**config.mk**
```make
export PLATFORM = sky130hd
export DESIGN_NAME = alu_pipe
export DESIGN_NICKNAME = d
export VERILOG_FILES = /design/src/rtl/alu_pipe.sv
export SDC_FILE = /design/constraint.sdc
export NUM_CORES = 1
export LEC_CHECK = 0
export ABC_AREA = 1
export CAP_MARGIN = 20
export CORE_MARGIN = 5
export CORE_UTILIZATION = 66
export DETAILED_ROUTE_END_ITERATION = 8
export HOLD_SLACK_MARGIN = 0.06
export MAX_ROUTING_LAYER = met4
export PLACE_DENSITY = 0.86
export REMOVE_ABC_BUFFERS = 1
export SYNTH_ARGS = -nofsm -noshare
export SYNTH_HDL_FRONTEND = slang
export SYNTH_SLANG_ARGS = --single-unit
```
**constraint.sdc**
```tcl
create_clock -name clk -period 5.8 [get_ports clk]
set_input_delay 1.45 -clock clk [delete_from_list [all_inputs] [get_ports clk]]
set_output_delay 1.45 -clock clk [all_outputs]
set_load 0.005 [all_outputs]
```
**src/rtl/alu_pipe.sv**
```systemverilog
// Handshaked ALU: single-cycle ops, a WIDTH-cycle shift-add multiply,
// registered result and {C,N,Z} flags held until the consumer takes them.
module alu_pipe #(
    parameter int WIDTH = 16,
    parameter int SHW   = $clog2(WIDTH)
) (
    input  logic             clk,
    input  logic             rst_n,
    input  logic             flush,
    input  logic             in_valid,
    output logic             in_ready,
    input  logic [WIDTH-1:0] op1,
    input  logic [WIDTH-1:0] op2,
    input  logic [3:0]       alu_mode,
    output logic             out_valid,
    input  logic             out_ready,
    output logic [WIDTH-1:0] result,
    output logic [2:0]       flags
);

    localparam int CNT_W = $clog2(WIDTH);

    localparam logic [3:0] OP_ADD  = 4'h0;
    localparam logic [3:0] OP_NOT  = 4'h1;
    localparam logic [3:0] OP_PASS = 4'h2;
    localparam logic [3:0] OP_SUB  = 4'h4;
    localparam logic [3:0] OP_AND  = 4'h5;
    localparam logic [3:0] OP_OR   = 4'h6;
    localparam logic [3:0] OP_INC  = 4'h7;
    localparam logic [3:0] OP_DEC  = 4'h8;
    localparam logic [3:0] OP_SHL  = 4'h9;
    localparam logic [3:0] OP_SHR  = 4'hA;
    localparam logic [3:0] OP_SETC = 4'hB;
    localparam logic [3:0] OP_CLRC = 4'hC;
    localparam logic [3:0] OP_MUL  = 4'hD;

    typedef enum logic [1:0] {
        IDLE,
        MUL,
        OUT
    } state_t;

    state_t           state;
    state_t           state_next;
    logic             accept;
    logic             load_alu;
    logic             start_mul;
    logic             load_mul;
    logic             mul_last;
    logic [CNT_W-1:0] mul_cnt;
    logic [WIDTH-1:0] mul_acc;
    logic [WIDTH-1:0] mul_mcand;
    logic [WIDTH-1:0] mul_mplier;
    logic [WIDTH-1:0] mul_sum;
    logic [2:0]       mul_flags;

    logic [WIDTH-1:0] alu_res;
    logic             alu_c;
    logic             alu_zn_upd;
    logic [2:0]       alu_flags;
    logic [WIDTH:0]   ext;
    logic [SHW-1:0]   amt;
    logic             amt_big;

    assign amt     = op2[SHW-1:0];
    assign amt_big = ({1'b0, amt} >= (SHW+1)'(WIDTH));

    // Single-cycle datapath; ext carries the carry/borrow or shifted-out bit.
    always_comb begin
        alu_res    = '0;
        alu_c      = flags[2];
        alu_zn_upd = 1'b1;
        ext        = '0;
        case (alu_mode)
            OP_ADD: begin
                ext     = {1'b0, op1} + {1'b0, op2};
                alu_res = ext[WIDTH-1:0];
                alu_c   = ext[WIDTH];
            end
            OP_NOT:  alu_res = ~op1;
            OP_PASS: begin
                alu_res    = op1;
                alu_zn_upd = 1'b0;
            end
            OP_SUB: begin
                ext     = {1'b0, op1} - {1'b0, op2};
                alu_res = ext[WIDTH-1:0];
                alu_c   = ext[WIDTH];
            end
            OP_AND:  alu_res = op1 & op2;
            OP_OR:   alu_res = op1 | op2;
            OP_INC: begin
                ext     = {1'b0, op1} + (WIDTH+1)'(1);
                alu_res = ext[WIDTH-1:0];
                alu_c   = ext[WIDTH];
            end
            OP_DEC: begin
                ext     = {1'b0, op1} - (WIDTH+1)'(1);
                alu_res = ext[WIDTH-1:0];
                alu_c   = ext[WIDTH];
            end
            OP_SHL: begin
                if (amt_big) begin
                    alu_c = 1'b0;
                end else if (amt == '0) begin
                    alu_res = op1;
                end else begin
                    ext     = {1'b0, op1} << amt;
                    alu_res = ext[WIDTH-1:0];
                    alu_c   = ext[WIDTH];
                end
            end
            OP_SHR: begin
                if (amt_big) begin
                    alu_c = 1'b0;
                end else if (amt == '0) begin
                    alu_res = op1;
                end else begin
                    ext     = {op1, 1'b0} >> amt;
                    alu_res = ext[WIDTH:1];
                    alu_c   = ext[0];
                end
            end
            OP_SETC: begin
                alu_c      = 1'b1;
                alu_zn_upd = 1'b0;
            end
            OP_CLRC: begin
                alu_c      = 1'b0;
                alu_zn_upd = 1'b0;
            end
            default: alu_zn_upd = 1'b0;
        endcase
        alu_flags = {alu_c,
                     alu_zn_upd ? alu_res[WIDTH-1] : flags[1],
                     alu_zn_upd ? (alu_res == '0)  : flags[0]};
    end

    assign mul_sum   = mul_acc + (mul_mplier[0] ? mul_mcand : '0);
    assign mul_flags = {flags[2], mul_sum[WIDTH-1], mul_sum == '0};
    assign mul_last  = (state == MUL) && (mul_cnt == CNT_W'(WIDTH-1));

    assign out_valid = (state == OUT);
    assign accept    = in_valid & in_ready;

    always_comb begin
        in_ready = 1'b0;
        case (state)
            IDLE:    in_ready = 1'b1;
            OUT:     in_ready = out_ready;
            default: in_ready = 1'b0;
        endcase
        if (flush || !rst_n) begin
            in_ready = 1'b0;
        end
    end

    always_comb begin
        state_next = state;
        load_alu   = accept && (alu_mode != OP_MUL);
        start_mul  = accept && (alu_mode == OP_MUL);
        load_mul   = mul_last && !flush;
        case (state)
            IDLE: begin
                if (accept) state_next = start_mul ? MUL : OUT;
            end
            MUL: begin
                if (mul_last) state_next = OUT;
            end
            OUT: begin
                if (accept)         state_next = start_mul ? MUL : OUT;
                else if (out_ready) state_next = IDLE;
            end
            default: state_next = IDLE;
        endcase
        if (flush) begin
            state_next = IDLE;
        end
    end

    // Control and architectural registers.
    always_ff @(posedge clk or negedge rst_n) begin
        if (!rst_n) begin
            state   <= IDLE;
            mul_cnt <= '0;
            result  <= '0;
            flags   <= 3'b000;
        end else begin
            state <= state_next;
            if (start_mul || flush || mul_last) begin
                mul_cnt <= '0;
            end else if (state == MUL) begin
                mul_cnt <= mul_cnt + 1'b1;
            end
            if (load_alu) begin
                result <= alu_res;
                flags  <= alu_flags;
            end else if (load_mul) begin
                result <= mul_sum;
                flags  <= mul_flags;
            end
        end
    end

    // Multiplier datapath: one multiplier bit consumed per MUL cycle.
    always_ff @(posedge clk) begin
        if (start_mul) begin
            mul_acc    <= '0;
            mul_mcand  <= op1;
            mul_mplier <= op2;
        end else if (state == MUL) begin
            mul_acc    <= mul_sum;
            mul_mcand  <= mul_mcand << 1;
            mul_mplier <= mul_mplier >> 1;
        end
    end

endmodule
```
==> impl_metrics.toml <==
[timing]
max_slew_margin = 0.445
setup_viol_count_final = 0
slew_violations = 0
fin_crit_ns = 4.55
hold_viol = 0
worst-slew-pin-transition_ns = 0.830
setup_tns_ns = 0
rsz0062_at_grt = "no"
fmax_mhz = 220
fin_worst_skew_ns = 0.0148
period_share = 0.784

[drt]
wl_per_cell_um = 20.4
vias = 11300
drt-initial-drc-count = 1949
via_per_inst = 6.48
drt-total-wl_um = 35600
drt_first_pass_iters = 6
ant_nets = 0
drc = 0

[placed_design]
routabilityCongestion = 1.20
dp_cells = 1730
place.port_buffers = 61
hpwlAfterDp_um = 27200

[critical_path]
slowest_stage = "clkdlybuf4s50_1"
cp-start-kind = "input port"
critPathMaxStageDelay_ns = 0.85
cp_common_cell = "nand2_1"
worst-setup-path-type = "in2reg"
critPathRequiredTime_ns = 6.08
critPathCaptureType = "flop"
worst_ep_arrival_time_ns = 4.83
crit_chain = "clkdlybuf4s50_1 > ha_1 > inv_1 > fa_1 > inv_1 > o21ai_0 > nand3_1 > nand2_1 > nand2_1 > a21oi_1 > nor2_1 > nor2_1 > nand2_1 > nor2_1 > nand3_1 > nor2_1 > nand2_1 > nand2_1 > nand2_1 > nand2_1"
crit_buf_inv = 3
critPathMaxFanout = 21
crit_family = "simple AND/OR/NAND/NOR gates"

[logic_synthesis]
synth_warnings = 0
yosysTopAreaCellShare = 0.176
synth_area_leader_cell = "nand2_1"
synth-async-reset-ratio = 0.342
synth_edf_count = 32
syn_area_um2 = 9240
synth_area_leaders = "nand2_1 18%, nand3_1 13%, edfxtp_1 10%"
synthDistinctLibCells = 52
syn_avg_cell_area_um2 = 6.05
synth_top_flop_cell = "edfxtp_1"
synth_cells = 1528
ys_seq_elements = 73
ys_seq_area_frac = 0.206

[run_status]
status = "complete, no violations"

[power_and_ir_drop]
leakage_nw = 5.14
peakVddDrop_mv = 0.137
power_density_nw_per_um2 = 222

[floorplanning]
die-height_um = 128
rows = 43
die_w_um = 128
core_area_um2 = 13800
dieArea_um2 = 16500
num_io_pins = 62
start_util = 0.668

[layout]
n_antenna_cell = 0
fin_nets = 1675
regArea_um2 = 1910
nFillCells = 1193
final_cells = 1746
multi_input_area_um2 = 6400
layout-drive-gt1-share = 0.0619
area_growth_pct = 10.8
final_cell_mix = "434 x nand2_1, 244 x nand3_1, 159 x nor2_1"
layout_commonest_cell = "nand2_1"

[global_routing]
grt_start_max_net_pins = 57
antenna_found_initial = 0
track_usage = 0.441
grt_pass1_wl_um = 55100
first_global_vias = 10500
grt_remaining_overflow = 0

[clock_tree]
cts_tree = "done"
cts-hold-fix-buffers = 0
cts_buffer_depth = 2
insertion_delay_ns = 0.35
ctsResizeCount = 0
cts.sinks = 73
numCtsBuffers = 9
post_cts_buffers = 0
clk_pin_slew_ns = 0.06
root_buffer = "clkbuf_16"
h-tree-depth = 3

[job]
cap_violations = 0

[hold_path]
hold_class = "reg2reg"
[final cells by class]
| type | count | share of cell area |
|---|---|---|
| flip-flops and latches | 73 | 0.186 |
| well taps | 180 | 0.0220 |
| clock buffers | 10 | 0.0244 |
| inverters | 160 | 0.0586 |
| repair buffers | 85 | 0.0772 |
| multi-input cells | 1232 | 0.625 |
| clock inverters | 6 | 0.00684 |
[cells in the mapped netlist, types with 6 or more instances]
library cell  instances
nand2_1             434
nor2_1              159
o21ai_0              96
xor2_1                9
clkbuf_1             21
inv_2                15
edfxtp_1             32
xnor2_1               7
nor2_4                7
nor3_1               11
o21ai_1               6
nand4_1              19
nand2_4               6
dfxtp_1              16
nand3_1             245
a21oi_1              63
nor2_2               13
o211ai_1             18
nand3b_1              8
inv_1               144
buf_2                26
nand2_2               6
ha_1                 70
dfrtp_1              25
buf_4                 9
o22ai_1               6
[metal layers]
metal / vias up / GRT usage / part of all wire
li1: 5123 / - / -
met2: 917 / 0.646 / 0.42
met5: - / - / 0
met1: 5056 / 0.541 / 0.36
met3: 220 / 0.116 / 0.14
met4: 0 / 0.268 / 0.075
[cells by family after synthesis]
| kind of cell | Yosys count | share of synthesized area |
|---|---|---|
| compound gates | 216 | 0.131 |
| xor+xnor | 16 | 0.0152 |
| fa+ha+maj | 73 | 0.101 |
| buf+inv | 223 | 0.102 |
| flops | 73 | 0.206 |
| simple gates | 927 | 0.444 |
[report_power, final]
| group | internal [W] | leakage, nW | switching, W |
|---|---|---|---|
| sequential | 0.000615 | 0.751 | 0.0000517 |
| clock | 0.000364 | 0.159 | 0.000253 |
| combinational | 0.000352 | 4.23 | 0.000639 |
| total | 0.00133 | 5.14 | 0.000944 |
[sequential cells by signal, summed over array words and instances, names as in the netlist]
register and cells:
mul_mcand 16, state 2, mul_mplier 16, mul_cnt 4, flags 3, result 16
mul_acc 16
[metrics by stage]
| stage | util | total power [W] | area, um2 | setup slack, ns | hold slack (ns) |
|---|---|---|---|---|---|
| floorplan | - | 0.00127 | 8900 | 1.04 | 0.454 |
| global placement | 0.717 | 0.00159 | 9920 | 1.21 | 0.465 |
| detailed placement | 0.717 | 0.00162 | 9920 | 1.07 | 0.476 |
| CTS | 0.741 | 0.00223 | 10200 | 1.36 | 0.484 |
| global route | 0.741 | 0.00239 | 10200 | 1.10 | 0.513 |
| finish | 0.741 | 0.00228 | 10200 | 1.25 | 0.486 |
[worst register-to-register path, delay by kind of cell (launching register included)]
kind                       cells  cell delay [ns]
xor gates and xnor gates       1             0.23
adders and majority gates      2             0.63
AOI/OAI and AO/OA              2             0.42
buffers and inverters          2             0.18
DFF                            1             0.70
and+or+nand+nor                9             1.07
[final timing paths]
check                              start  slack (ns)  cells after the start    endpoint
setup / recovery                  op2[0]        1.25                     20    flags[0]
max in group asynchronous          rst_n        3.82                      2   result[9]
hold reg to reg               mul_acc[6]        0.49                      2  mul_acc[6]
hold / removal                mul_acc[6]        0.49                      2  mul_acc[6]
min in group asynchronous          rst_n        1.69                      2   result[3]
setup reg to reg           mul_mplier[0]        2.50                     16    flags[0]
No activity file was read; power rests on OpenSTA's default activity.
